<file path="config.mk">
export PLATFORM = sky130hd
export DESIGN_NAME = mc_block_fetch
export DESIGN_NICKNAME = d
export VERILOG_FILES = /design/src/rtl/mc_block_fetch.sv
export SDC_FILE = /design/constraint.sdc
export NUM_CORES = 1
export LEC_CHECK = 0
export BUFFER_PORTS_ARGS = -buffer_cell sky130_fd_sc_hd__buf_4
export CORE_ASPECT_RATIO = 1.4
export CORE_MARGIN = 2
export CORE_UTILIZATION = 45
export CTS_BUF_LIST = sky130_fd_sc_hd__clkbuf_16
export DETAILED_ROUTE_END_ITERATION = 12
export GPL_TIMING_DRIVEN = 0
export PLACE_DENSITY_LB_ADDON = 0.2
export SLEW_MARGIN = 20
export SYNTH_ARGS = -nofsm -noshare
export SYNTH_HDL_FRONTEND = slang
export SYNTH_SLANG_ARGS = --single-unit
</file>
<file path="constraint.sdc">
create_clock -name clk -period 2.6 [get_ports clk]
set_input_delay 0.52 -clock clk [delete_from_list [all_inputs] [get_ports clk]]
set_output_delay 0.52 -clock clk [all_outputs]
set_load 0.05 [all_outputs]
</file>
<file path="src/rtl/mc_block_fetch.sv">
// mc_block_fetch: motion-compensation block fetch.
//
// Buffers one 8x8 reference search area (raster order), takes a motion
// vector as two signed 3-bit beats (x, then y), then streams the predicted
// 4x4 block in raster order for 16 consecutive cycles.
//
// Optional build macro MC_RESIDUAL_EN: after the vector, 16 signed residual
// beats are collected and each output becomes clamp(pred + res, 0, max).
// With the macro undefined, res_valid / in_residual are accepted but unused.
//
// Ports:
//   clk, rst     rising-edge clock, synchronous active-high reset
//   area_valid   in_data holds one area pixel
//   in_data      area pixel (PIX_W bits)
//   vec_valid    in_vector holds one vector beat (x first, then y)
//   in_vector    signed 3-bit vector component
//   res_valid    in_residual holds one residual beat (MC_RESIDUAL_EN only)
//   in_residual  signed 9-bit residual (MC_RESIDUAL_EN only)
//   out_valid    out_data holds a block pixel
//   out_data     predicted / reconstructed pixel (registered)
//
// Handshake: every input stream is valid-only (no ready). A beat is taken on
// the rising edge where its valid is high and the block is in the state that
// consumes that stream; beats offered in any other state are dropped. The
// output stream is valid-only too and never stalls: 16 back-to-back beats.
module mc_block_fetch #(
    parameter int PIX_W = 8
) (
    input  logic                clk,
    input  logic                rst,
    input  logic                area_valid,
    input  logic [PIX_W-1:0]    in_data,
    input  logic                vec_valid,
    input  logic signed [2:0]   in_vector,
    input  logic                res_valid,
    input  logic signed [8:0]   in_residual,
    output logic                out_valid,
    output logic [PIX_W-1:0]    out_data
);

    localparam logic [1:0] S_AREA = 2'd0;
    localparam logic [1:0] S_VEC  = 2'd1;
`ifdef MC_RESIDUAL_EN
    localparam logic [1:0] S_RES  = 2'd2;
`endif
    localparam logic [1:0] S_OUT  = 2'd3;

    logic [1:0]       state;      // observable FSM state
    logic [5:0]       area_cnt;
    logic             vec_cnt;    // 0: expecting x, 1: expecting y
    logic [3:0]       blk_cnt;    // residual index in S_RES, output index in S_OUT
    logic [2:0]       col0;
    logic [2:0]       row0;
    logic [PIX_W-1:0] area_mem [64];

    // Window origin column = 2 + clamp(x); out-of-range codes saturate to +/-2.
    function automatic logic [2:0] decode_col(input logic signed [2:0] v);
        case (v)
            3'b100, 3'b101, 3'b110: decode_col = 3'd0;
            3'b111:                 decode_col = 3'd1;
            3'b000:                 decode_col = 3'd2;
            3'b001:                 decode_col = 3'd3;
            default:                decode_col = 3'd4;
        endcase
    endfunction

    // Window origin row = 2 - clamp(y); positive y moves the window up.
    function automatic logic [2:0] decode_row(input logic signed [2:0] v);
        case (v)
            3'b100, 3'b101, 3'b110: decode_row = 3'd4;
            3'b111:                 decode_row = 3'd3;
            3'b000:                 decode_row = 3'd2;
            3'b001:                 decode_row = 3'd1;
            default:                decode_row = 3'd0;
        endcase
    endfunction

    // Origin is at most 4, offset at most 3, so each sum fits in 3 bits and
    // the 6-bit area address is just {row, col}.
    logic [2:0]       rd_row;
    logic [2:0]       rd_col;
    logic [PIX_W-1:0] pred;
    logic [PIX_W-1:0] pix_out;

    assign rd_row = row0 + {1'b0, blk_cnt[3:2]};
    assign rd_col = col0 + {1'b0, blk_cnt[1:0]};
    assign pred   = area_mem[{rd_row, rd_col}];

`ifdef MC_RESIDUAL_EN
    localparam int SW = PIX_W + 2;

    logic signed [8:0]    res_mem [16];
    logic signed [8:0]    res_cur;
    logic signed [SW-1:0] sum;

    assign res_cur = res_mem[blk_cnt];
    assign sum     = $signed({2'b00, pred}) + $signed({{(SW-9){res_cur[8]}}, res_cur});

    always_comb begin
        pix_out = sum[PIX_W-1:0];
        if (sum[SW-1])
            pix_out = '0;
        else if (sum[SW-2:PIX_W] != '0)
            pix_out = '1;
    end

    always_ff @(posedge clk) begin
        if (state == S_RES && res_valid)
            res_mem[blk_cnt] <= in_residual;
    end
`else
    logic unused_res;
    assign unused_res = ^{res_valid, in_residual};
    assign pix_out    = pred;
`endif

    // Area storage carries no reset; contents are don't-care until refilled.
    always_ff @(posedge clk) begin
        if (state == S_AREA && area_valid)
            area_mem[area_cnt] <= in_data;
    end

    always_ff @(posedge clk) begin
        if (rst) begin
            state     <= S_AREA;
            area_cnt  <= '0;
            vec_cnt   <= 1'b0;
            blk_cnt   <= '0;
            col0      <= '0;
            row0      <= '0;
            out_valid <= 1'b0;
            out_data  <= '0;
        end else begin
            out_valid <= 1'b0;
            out_data  <= '0;
            case (state)
                S_AREA: begin
                    if (area_valid) begin
                        area_cnt <= area_cnt + 6'd1;
                        if (area_cnt == 6'd63)
                            state <= S_VEC;
                    end
                end
                S_VEC: begin
                    if (vec_valid) begin
                        vec_cnt <= ~vec_cnt;
                        if (!vec_cnt) begin
                            col0 <= decode_col(in_vector);
                        end else begin
                            row0 <= decode_row(in_vector);
`ifdef MC_RESIDUAL_EN
                            state <= S_RES;
`else
                            state <= S_OUT;
`endif
                        end
                    end
                end
`ifdef MC_RESIDUAL_EN
                S_RES: begin
                    if (res_valid) begin
                        blk_cnt <= blk_cnt + 4'd1;
                        if (blk_cnt == 4'd15)
                            state <= S_OUT;
                    end
                end
`endif
                S_OUT: begin
                    out_valid <= 1'b1;
                    out_data  <= pix_out;
                    blk_cnt   <= blk_cnt + 4'd1;
                    if (blk_cnt == 4'd15)
                        state <= S_AREA;
                end
                default: state <= S_AREA;
            endcase
        end
    end

endmodule

</file>
# Word level (Yosys, flattened, before mapping)
# Memories as Yosys holds them, arrays and structs flattened. A register that Yosys moved wholly into a read port is not among the register bits.
# Cells that the tools add are included.
word_totals:
  reg_bits: 20
  mem_bits_rw: 512
  output_inout_bits: 9
  mem_count: 1
classes:
  add_sub_neg: 4
  n_eq_ne: 14
  mux: 11
  n_bitwise: 2
  n_reduce_logical: 10
memory_table:
  columns: ["memory", "words", "word_bits", "rd", "rd_ports_with_merged_regs", "wr", "line_no", "text"]
  rows:
  - ["area_mem", 64, 8, 1, 1, 1, "54", "logic [PIX_W-1:0] area_mem [64];"]
op_table:
  columns: ["cell", "count"]
  rows:
  - ["case mux 3 bit (4 select lines)", 2]
  - ["equality test 3 bit, second input constant", 4]
  - ["two-way mux 2 bit", 5]
  - ["!= test 2 bit, second input constant", 4]
  - ["adder 3 x 2 -> 3 bit", 2]
  - ["adder 6 x 1 -> 6 bit, second input constant", 1]
  - ["equality test 6 bit, second input constant", 1]
  - ["case mux 2 bit (3 select lines)", 1]
  - ["AND reduction 3 bit", 2]
  - ["AND reduction 5 bit", 1]
  - ["adder 4 x 1 -> 4 bit, second input constant", 1]
  - ["equality test 4 bit, second input constant", 1]
  - ["AND reduction 2 bit", 2]
  - ["equality test 3 x 1 -> 1 bit, second input constant", 1]
  - ["zero test 3 bit", 1]
  - ["two-way mux 1 bit", 3]
  - ["OR reduction 3 bit", 1]
  - ["equality test 2 x 1 -> 1 bit, second input constant", 1]
  - ["equality test 2 bit, second input constant", 1]
  - ["zero test 2 bit", 1]
  - ["!= test 2 x 1 -> 1 bit, second input constant", 1]
  - ["NOT 1 bit", 2]
  - ["OR reduction 2 bit", 1]
  - ["logical AND 1 bit", 1]

# Logic depth before layout (Yosys ltp)
# Gate-level depths: netlist of run 1.
depth:
  ltp_word: 4
  depth_mapped: 11
  mapped_depth_nobuf: 8

# Worst setup path after synthesis of run 1
# No wires, ideal clock.
synth_timing:
  path_kind: "input-to-reg"
  from: "input port area_valid"
  to: "memory area_mem[23][0], enable pin"
  setup_time_ns: 0.398
  arrival_ns: 2.346
  t_required_ns: 2.202
  setup_slack_ns: -0.144
  cell_stages: 5
  n_path_buf: 1
  cell_sequence: "nor3b_2 -> and2_1 -> nand3_1 -> clkbuf_1 -> nor4b_1"
synth_via:
  elab_chain_len: 3
synth_lines:
  columns: ["element", "line_no", "text"]
  rows:
  - ["from (decl)", "31", "input logic area_valid,"]
  - ["logical AND 1 bit", "119", "if (state == S_AREA && area_valid)"]
  - ["two-way mux 1 bit", "119", null]
  - ["two-way mux 1 bit (not written as such)", "120", "area_mem[area_cnt] <= in_data;"]
  - ["to (decl)", "54", null]
# No other way between the ends.

# Worst setup path in the final report of run 1
layout_timing:
  from: "register col0[0]"
  to: "register out_data[3], read port of area_mem"
layout_via:
  elab_chain_len: 1
layout_lines:
  columns: ["element", "line_no", "text"]
  rows:
  - ["from (decl)", "52", "logic [2:0] col0;"]
  - ["from (signal assigned)", "148", "col0 <= decode_col(in_vector);"]
  - ["adder 3 x 2 -> 3 bit", "86", "assign rd_col = col0 + {1'b0, blk_cnt[1:0]};"]
  - ["to (decl)", "38", "output logic [PIX_W-1:0] out_data"]
# No other way between the ends.
# A chain may end at the register's enable or synchronous reset.

==> flow_metrics.tcl, run 1 <==
set metrics [dict create \
    status "finished with violations" \
    violations "negative setup slack" \
    worstPathRequired_ns 3.04 \
    syn_inst 1076 \
    tightest_slew_ns 0.8453 \
    drtIter0Drc 978 \
    hold_depth 2 \
    gp_congestion 0.9390 \
    start_util 0.4566 \
    syn-cell-area_sq_mm 0.02104 \
    r2r-end "out_data[3]" \
    grt_use_total 0.2145 \
    fill_cells 3571 \
    r2r-start "col0[0]" \
    ys_ff_latch 540 \
    fp.dieH_microns 259.8 \
    drive_gt1_frac 0.3541 \
    finalHoldViolations 0 \
    r2r_cells 9 \
    cts_root_buffer "clkbuf_16" \
    vias 10690 \
    hp-start "rst" \
    p_total_mw 17.20 \
    powerDensity_mw_per_mm2 683.5 \
    grt_max_degree 65 \
    hold_path_class "in -> reg" \
    dieArea_sq_mm 0.04852 \
    ant_nets 0 \
    dp_hpwl_mm 32.93 \
    p_leak_nw 7.862 \
    avgRoutedWirePerCell_microns 27.92 \
    synth_edf_count 512 \
    nNetsFinal 1225 \
    preCtsSetupSlack_ns -1.302 \
    rrSetupSlack_ns -0.25 \
    clk_latency_ns 0.58 \
    post-route-util 0.5461 \
    async_reset_ff_frac 0 \
    critPathCaptureType "register" \
    crit_path_start_kind "register" \
    rsz0062_at_grt "true" \
    ir_drop_mv 0.4469 \
    numCtsBuffers 49 \
    synth_area_leader_cell "edfxtp_1" \
    syn_nets 1107 \
    cts_hold_buf 0 \
    clk_pin_slew_ns 0.06 \
    drtPass1Iterations 6 \
    grt.overflow.total 0 \
    slew_headroom 0.4365 \
    drc 0 \
    max_cap_violations 0 \
    period_minus_slack_ns 2.850 \
    critical_path_class "reg -> reg" \
    synth.avg_cell_area_sq_um 19.55 \
    drv_slew 0 \
    setup_viol_count_final 8 \
    h-tree-depth 2 \
    antenna_found_initial 0 \
    grt_pass1_vias 10990 \
    synth.most_common_cell "edfxtp_1" \
    layout_setup_ws_ns -0.2499 \
    rows 93 \
    hold_end "out_valid" \
    cts_tree "yes" \
    max-clock-path-buffers 3 \
    cp.arrival_ns 3.29 \
    fp.dieW_microns 186.7 \
    routed_via_density 5.777 \
    fin_worst_skew_ns 0.02122 \
    synthTopCellsByArea "edfxtp_1 (73%), mux4_2 (13%), dfxtp_1 (2.7%)" \
    routed_wl_mm 51.68 \
    ys_seq_area_frac 0.7574 \
    area_growth_pct 19.60 \
    port_buffers 23 \
    yosysUniqueCellTypes 49 \
    clock_sinks 540 \
    synth_flop_cell "edfxtp_1" \
    critPathMaxFanout 6 \
    core_area_sq_mm 0.04608 \
    finalCritPeriodShare 1.096 \
    io_pins 34 \
    num_antenna_cells 0 \
    synth_top_cell_area_share 0.7308 \
    grt_pass1_wl_mm 74.87 \
    yosys-top-cells-count "edfxtp_1 (512), mux4_2 (123), nor2_1 (79), nand2_1 (75), nand3_1 (52)" \
    max_freq_ghz 0.3509 \
    yosysWarnings 0 \
]
[critical path, cell delays in order, from the launching register on]
cell and delay, ns:
dfxtp_2 0.35, ha_4 0.13, inv_2 0.03, fa_2 0.38, xnor2_4 0.22, buf_12 0.17, mux4_2 0.53, mux4_2 0.54
o21ai_2 0.22, o22ai_1 0.12
[worst max-delay path by stage]
stage               startpoint        endpoint  slack, ns  depth (start not counted)
floorplan           blk_cnt[0]     out_data[0]      -0.03                         11
global placement    blk_cnt[0]     out_data[1]      -1.33                         10
detailed placement  blk_cnt[0]     out_data[1]      -1.30                         10
CTS                   state[1]  area_mem[4][5]      -0.36                          5
global route           col0[0]     out_data[3]      -0.30                          9
finish                 col0[0]     out_data[3]      -0.25                          9
[area by class of cell]
cell class | count | area, sq um | area share
Timing Repair Buffer | 71 | 715.7 | 0.02844
Inverter | 8 | 30.03 | 0.001193
Clock inverter | 40 | 271.5 | 0.01079
Sequential cell | 540 | 15940 | 0.6334
Buffer | 55 | 480.5 | 0.01909
Clock buffer | 51 | 1276 | 0.05072
Tap cell | 617 | 772.0 | 0.03068
Multi-Input combinational cell | 469 | 5678 | 0.2256
[state kept, by name (all words and copies together), names as in the netlist]
| register | cells |
|---|---|
| out_valid | 1 |
| blk_cnt | 4 |
| area_cnt | 6 |
| area_mem | 512 |
| row0 | 3 |
| state | 2 |
| col0 | 3 |
| out_data | 8 |
| vec_cnt | 1 |
[cells by family (layout without fill, tap and decap cells)]
group / Yosys count / count (layout) / share of synthesized area
AO/OA/AOI/OAI: 61 / 61 / 0.02022
XOR/XNOR: 9 / 9 / 0.004639
adder cells (fa/ha/maj): 6 / 6 / 0.004282
flip-flops: 540 / 540 / 0.7574
buffers and inverters: 67 / 225 / 0.01445
AND/OR/NAND/NOR: 246 / 246 / 0.05251
multiplexers: 147 / 147 / 0.1465
[routing by layer]
| layer | GRT usage | wire length, microns |
|---|---|---|
| met1 | 0.2584 | 18860 |
| met5 | 0 | 0 |
| met2 | 0.3880 | 27780 |
| met4 | 0.08752 | 1996 |
| met3 | 0.03171 | 3041 |
[stage by stage]
| step | TNS, ns | instances | instance area (sq um) | hold slack [ns] |
|---|---|---|---|---|
| 2_1_floorplan | -0.09706 | 1076 | 21060 | 0.4363 |
| 3_3_place_gp | -162.68 | 1716 | 22000 | 0.4601 |
| 3_5_place_dp | -155.20 | 1718 | 22040 | 0.4523 |
| 6_report | -1.470 | 1851 | 25160 | 0.2120 |
| 4_1_cts | -68.28 | 1827 | 24480 | 0.1884 |
| 5_1_grt | -2.016 | 1851 | 25160 | 0.2068 |
[layout by cell type (no fill, tap or decap), types with 7 or more instances in the layout]
cell type,synthesis,final
edfxtp_1,512,512
mux4_2,123,126
nand2_1,75,66
buf_4,2,60
nor2_4,0,54
clkbuf_16,0,53
nand3_1,52,45
dfxtp_1,28,25
inv_1,8,21
nor2_1,79,18
clkinv_1,0,14
a21oi_1,12,12
buf_12,0,12
clkbuf_2,0,10
clkbuf_1,32,9
nor2b_1,10,9
o22ai_1,8,7
buf_2,18,7
nor2_2,0,7
buf_6,3,7
mux2i_1,15,7
[power by group]
group	total (mW)	switching [mW]	internal (mW)	leakage (nW)
Clock	7.03	3.10	3.93	0.810
Combinational	0.604	0.400	0.204	2.22
Sequential	9.56	0.0166	9.55	4.83
Total	17.2	3.52	13.7	7.86
[timing repair]
action | 4_1_cts | 5_1_grt
setup buffers | 20 | 23
gates cloned | 1 | 2
pin swaps | 18 | 20
setup endpoints to repair | 517 | 477
gates resized for setup | 180 | 112
Note: power is estimated with default switching activity, not from simulation.
==> inputs of run 2 (changes only) <==
Settings changed: CELL_PAD_IN_SITES_DETAIL_PLACEMENT set to 1, CELL_PAD_IN_SITES_GLOBAL_PLACEMENT set to 1, SKIP_CTS_REPAIR_TIMING set to 1.
==> run 2 against run 1 <==
Against the previous run:
- the run still ends with negative setup slack left
- non-clock buffer count is 22 lower
- wire length is 5.6% higher
- worst setup slack worse by 0.16 ns
- clock power is 1% lower
- core utilization is 1.2 points lower
- global-route usage is 1.3 points higher
- critical endpoint unchanged
- sequential share of layout area is 1.5 points higher
==> flow_metrics.tcl, run 2 (synthesized netlist as in run 1, its figures left out) <==
set metrics [dict create \
    rsz0062_at_grt "true" \
    regMostFlops "area_mem" \
    r2r_cells 9 \
    drtIter0Drc 872 \
    layout.area.seq_sq_mm 0.01594 \
    slew_headroom 0.4270 \
    grt_max_degree 65 \
    nNetsFinal 1204 \
    drc 0 \
    p_clk_frac 0.407 \
    clk_latency_ns 0.57 \
    core_area_sq_mm 0.04608 \
    tightest_slew_ns 0.8594 \
    layout_setup_ws_ns -0.4095 \
    drtPass1Iterations 4 \
    rrSetupSlack_ns -0.41 \
    port_buffers 23 \
    status "finished with violations" \
    layout_commonest_cell "edfxtp_1" \
    finalHoldViolations 0 \
    max_cap_violations 0 \
    p_sw_frac 0.2058 \
    drv_slew 0 \
    dp.cells 1718 \
    routed_via_density 5.809 \
    reg_top3 "area_mem (512), out_data (8), area_cnt (6)" \
    power_frac_comb 0.033 \
    hp-start "rst" \
    clock_sinks 540 \
    io_pins 34 \
    start_util 0.4566 \
    fin_worst_skew_ns 0.01110 \
    antenna_found_initial 0 \
    grt_pass1_vias 11200 \
    r2r-end "out_data[3]" \
    hold_depth 2 \
    fp.dieH_microns 259.8 \
    multiInputGateArea_sq_mm 0.005538 \
    largest_reg_flops 512 \
    period_minus_slack_ns 3.010 \
    grt_use_total 0.2276 \
    critPathMaxFanout 4 \
    ir_drop_mv 0.5212 \
    numCtsBuffers 50 \
    fin_tns_setup_ns -2.402 \
    dp_hpwl_mm 35.51 \
    fp.dieW_microns 186.7 \
    p_leak_nw 7.584 \
    clk_pin_slew_ns 0.06 \
    area_growth_pct 16.93 \
    avgRoutedWirePerCell_microns 29.86 \
    routed_wl_mm 54.59 \
    hold_end "out_valid" \
    dieArea_sq_mm 0.04852 \
    finalCritPeriodShare 1.158 \
    fill_cells 4142 \
    internal-power_mw 13.56 \
    p_sw_mw 3.515 \
    critical_path_class "reg -> reg" \
    hold_path_class "in -> reg" \
    max_freq_ghz 0.3323 \
    powerDensity_mw_per_mm2 694.1 \
    cts_tree "yes" \
    cp.arrival_ns 3.44 \
    cts_root_buffer "clkbuf_16" \
    rows 93 \
    max-clock-path-buffers 3 \
    layout_common_cells "edfxtp_1 (512), mux4_2 (127), nand2_1 (68)" \
    h-tree-depth 2 \
    finalNonFillerCells 1828 \
    setup_viol_count_final 8 \
    p_seq_frac 0.560 \
    worstPathRequired_ns 3.03 \
    grt_pass1_wl_mm 78.69 \
    ant_nets 0 \
    crit_path_start_kind "register" \
    gp_congestion 0.8667 \
    vias 10620 \
    critPathCaptureType "register" \
    num_antenna_cells 0 \
    r2r-start "blk_cnt[0]" \
    drive_gt1_frac 0.3386 \
    violations "negative setup slack" \
    grt.overflow.total 0 \
]
## run 2: cell types whose count changed in the layout (fill, tap and decap cells not counted), sizes merged
| cell | before | now |
|---|---|---|
| buf | 96 | 76 |
| clkbuf | 81 | 79 |
| bufinv | 4 | 3 |
| clkinv | 20 | 21 |
| clkinvlp | 1 | 0 |
## run 2: final cells by class
class                   instances  share of cell area
flip-flops and latches        540              0.6480
multi-input cells             469              0.2251
clock buffers                  51             0.05188
well taps                     617             0.03138
plain buffers                  57             0.01709
repair buffers                 47             0.01541
clock inverters                39            0.009867
inverters                       8            0.001221
## run 2: per-stage QoR
stage	setup slack [ns]	total power [mW]	area, sq um	hold slack, ns	util
floorplan	-0.02826	9.979	21060	0.4363	-
global placement	-1.503	10.24	22000	0.4551	0.4775
detailed placement	-1.500	10.26	22040	0.4611	0.4783
CTS	-1.536	17.15	23560	0.2123	0.5112
global route	-0.4622	17.55	24600	0.2337	0.5339
finish	-0.4095	17.07	24600	0.2576	0.5339
## run 2: worst max path at each step
stage,startpoint,endpoint,slack (ns)
3_3_place_gp,blk_cnt[0],out_data[1],-1.50
2_1_floorplan,blk_cnt[0],out_data[0],-0.03
5_1_grt,blk_cnt[0],out_data[3],-0.46
6_report,blk_cnt[0],out_data[3],-0.41
3_5_place_dp,blk_cnt[0],out_data[1],-1.50
4_1_cts,blk_cnt[0],out_data[1],-1.54
## run 2: routing by layer
| layer | global-route usage | vias up | routed length (microns) |
|---|---|---|---|
| met5 | 0 | - | 0 |
| met2 | 0.4160 | 270 | 30020 |
| met3 | 0.03617 | 74 | 2453 |
| met4 | 0.08444 | 0 | 1668 |
| met1 | 0.2720 | 5715 | 20450 |
| li1 | - | 4560 | - |
## run 2: power by group through the flow
stage | combinational [mW] | clock [mW] | sequential [mW]
6_report | 0.569 | 6.94 | 9.56
4_1_cts | 0.513 | 7.08 | 9.56
5_1_grt | 0.611 | 7.38 | 9.56
3_5_place_dp | 0.512 | 0 | 9.75
3_3_place_gp | 0.495 | 0 | 9.75
2_1_floorplan | 0.235 | 0 | 9.74
## run 2: worst max-delay path, stage by stage, from the launching register on
cell and delay, ns:
dfxtp_4 0.38, ha_4 0.13, inv_2 0.03, fa_2 0.44, xnor2_4 0.30, buf_6 0.20
mux4_2 0.54, mux4_2 0.55, o21ai_4 0.21, o22ai_2 0.09
==> inputs of run 3 (changes only) <==
Settings changed: CELL_PAD_IN_SITES_DETAIL_PLACEMENT 1 to not set, CELL_PAD_IN_SITES_GLOBAL_PLACEMENT 1 to not set.
==> run 3 against run 2 <==
Against the previous run:
- worst setup slack improved by 0.054 ns
- die area did not move
- the run still ends with negative setup slack left
- clock skew rose by 0.011 ns
- clock-buffer cell count did not move
- largest power group unchanged
- largest cell class unchanged
- maximum frequency rose by 1.8%
- sequential power barely moved
- final area fell by 0.40%
==> flow_metrics.tcl, run 3 (synthesized netlist as in run 1, its figures left out) <==
set metrics [dict create \
    layout_common_cells "edfxtp_1 (512), mux4_2 (126), nand2_1 (71)" \
    hp-start "rst" \
    hold_end "out_valid" \
    tightest_slew_ns 0.9401 \
    max_freq_ghz 0.3384 \
    slew_headroom 0.3718 \
    reg_top3 "area_mem (512), out_data (8), area_cnt (6)" \
    multiInputGateArea_sq_mm 0.005444 \
    finalNonFillerCells 1819 \
    dieArea_sq_mm 0.04852 \
    grt_use_total 0.2110 \
    worstPathRequired_ns 3.03 \
    drive_gt1_frac 0.3170 \
    p_leak_nw 7.583 \
    finalCritPeriodShare 1.137 \
    numCtsBuffers 49 \
    fp.dieH_microns 259.8 \
    fin_tns_setup_ns -24.77 \
    status "finished with violations" \
    fill_cells 3647 \
    drc 0 \
    cp.arrival_ns 3.39 \
    start_util 0.4566 \
    setup_viol_count_final 177 \
    grt_max_degree 65 \
    cts_root_buffer "clkbuf_16" \
    rows 93 \
    drtPass1Iterations 5 \
    critical_path_class "reg -> reg" \
    vias 10550 \
    clk_pin_slew_ns 0.06 \
    max-clock-path-buffers 3 \
    ant_nets 0 \
    avgRoutedWirePerCell_microns 27.96 \
    powerDensity_mw_per_mm2 699.7 \
    r2r-start "blk_cnt[0]" \
    r2r_cells 10 \
    critPathCaptureType "register" \
    hold_path_class "in -> reg" \
    rrSetupSlack_ns -0.36 \
    antenna_found_initial 0 \
    grt_pass1_wl_mm 73.57 \
    layout_commonest_cell "edfxtp_1" \
    fp.dieW_microns 186.7 \
    dp.cells 1718 \
    drtIter0Drc 916 \
    routed_via_density 5.799 \
    crit_path_start_kind "register" \
    hold_depth 2 \
    drv_slew 0 \
    fin_worst_skew_ns 0.02234 \
    clk_latency_ns 0.58 \
    r2r-end "out_data[0]" \
    io_pins 34 \
    largest_reg_flops 512 \
    max_cap_violations 0 \
    clock_sinks 540 \
    h-tree-depth 2 \
    num_antenna_cells 0 \
    area_growth_pct 16.46 \
    nNetsFinal 1193 \
    worstSetupStartpoint "blk_cnt[0]" \
    layout_setup_ws_ns -0.3553 \
    grt.overflow.total 0 \
    ir_drop_mv 0.4382 \
    regMostFlops "area_mem" \
    routed_wl_mm 50.87 \
    gp_congestion 0.9390 \
    violations "negative setup slack" \
    core_area_sq_mm 0.04608 \
    dp_hpwl_mm 32.93 \
    layout.area.seq_sq_mm 0.01594 \
    critPathMaxFanout 10 \
    period_minus_slack_ns 2.955 \
    cts_tree "yes" \
    rsz0062_at_grt "true" \
    grt_pass1_vias 10770 \
    finalHoldViolations 0 \
    port_buffers 23 \
]
[run 3: layer usage]
metal	vias to the layer above	wire length, microns	share of wire	track usage
li1	4532	-	-	-
met1	5569	18910	0.37	0.2544
met2	355	27410	0.54	0.3788
met3	93	2817	0.055	0.03347
met4	0	1732	0.034	0.08774
met5	-	0	0	0
[run 3: area by class of cell]
type                            instances  share of cell area
Clock buffer                           51             0.05209
Sequential cell                       540              0.6507
Buffer                                 56             0.01700
Clock inverter                         40             0.01108
Tap cell                              617             0.03151
Multi-Input combinational cell        469              0.2222
Timing Repair Buffer                   38             0.01420
Inverter                                8            0.001226
[run 3: how the worst max path moves through the flow]
stage | slack, ns | to | cells past startpoint
after detailed placement | -1.30 | out_data[1] | 10
after global routing | -0.41 | area_mem[29][2] | 5
after CTS | -1.35 | out_data[1] | 10
after global placement | -1.33 | out_data[1] | 10
final | -0.36 | out_data[0] | 10
after floorplan | -0.03 | out_data[0] | 11
[run 3: worst max-delay path, stage by stage (launching register included)]
cell and delay, ns:
dfxtp_4 0.37, ha_4 0.12, inv_2 0.03, fa_2 0.67, buf_8 0.20, buf_6 0.18, mux4_2 0.33, mux2i_2 0.31
o2111ai_1 0.24, o211ai_1 0.21, o32ai_2 0.13
[run 3: power breakdown]
part / switching [mW] / total (mW) / internal (mW)
Clock: 3.10 / 7.03 / 3.93
Sequential: 0.0150 / 9.56 / 9.54
Combinational: 0.379 / 0.557 / 0.178
Total: 3.49 / 17.1 / 13.7
[run 3: stage by stage]
| step | setup slack, ns | hold slack (ns) | utilization | power [mW] | instance area [sq um] |
|---|---|---|---|---|---|
| finish | -0.3553 | 0.2238 | 0.5317 | 17.15 | 24500 |
| CTS | -1.354 | 0.1819 | 0.5118 | 17.18 | 23590 |
| detailed placement | -1.302 | 0.4523 | 0.4783 | 10.25 | 22040 |
| floorplan | -0.02826 | 0.4363 | - | 9.979 | 21060 |
| global route | -0.4053 | 0.2069 | 0.5317 | 17.58 | 24500 |
| global placement | -1.327 | 0.4601 | 0.4775 | 10.24 | 22000 |
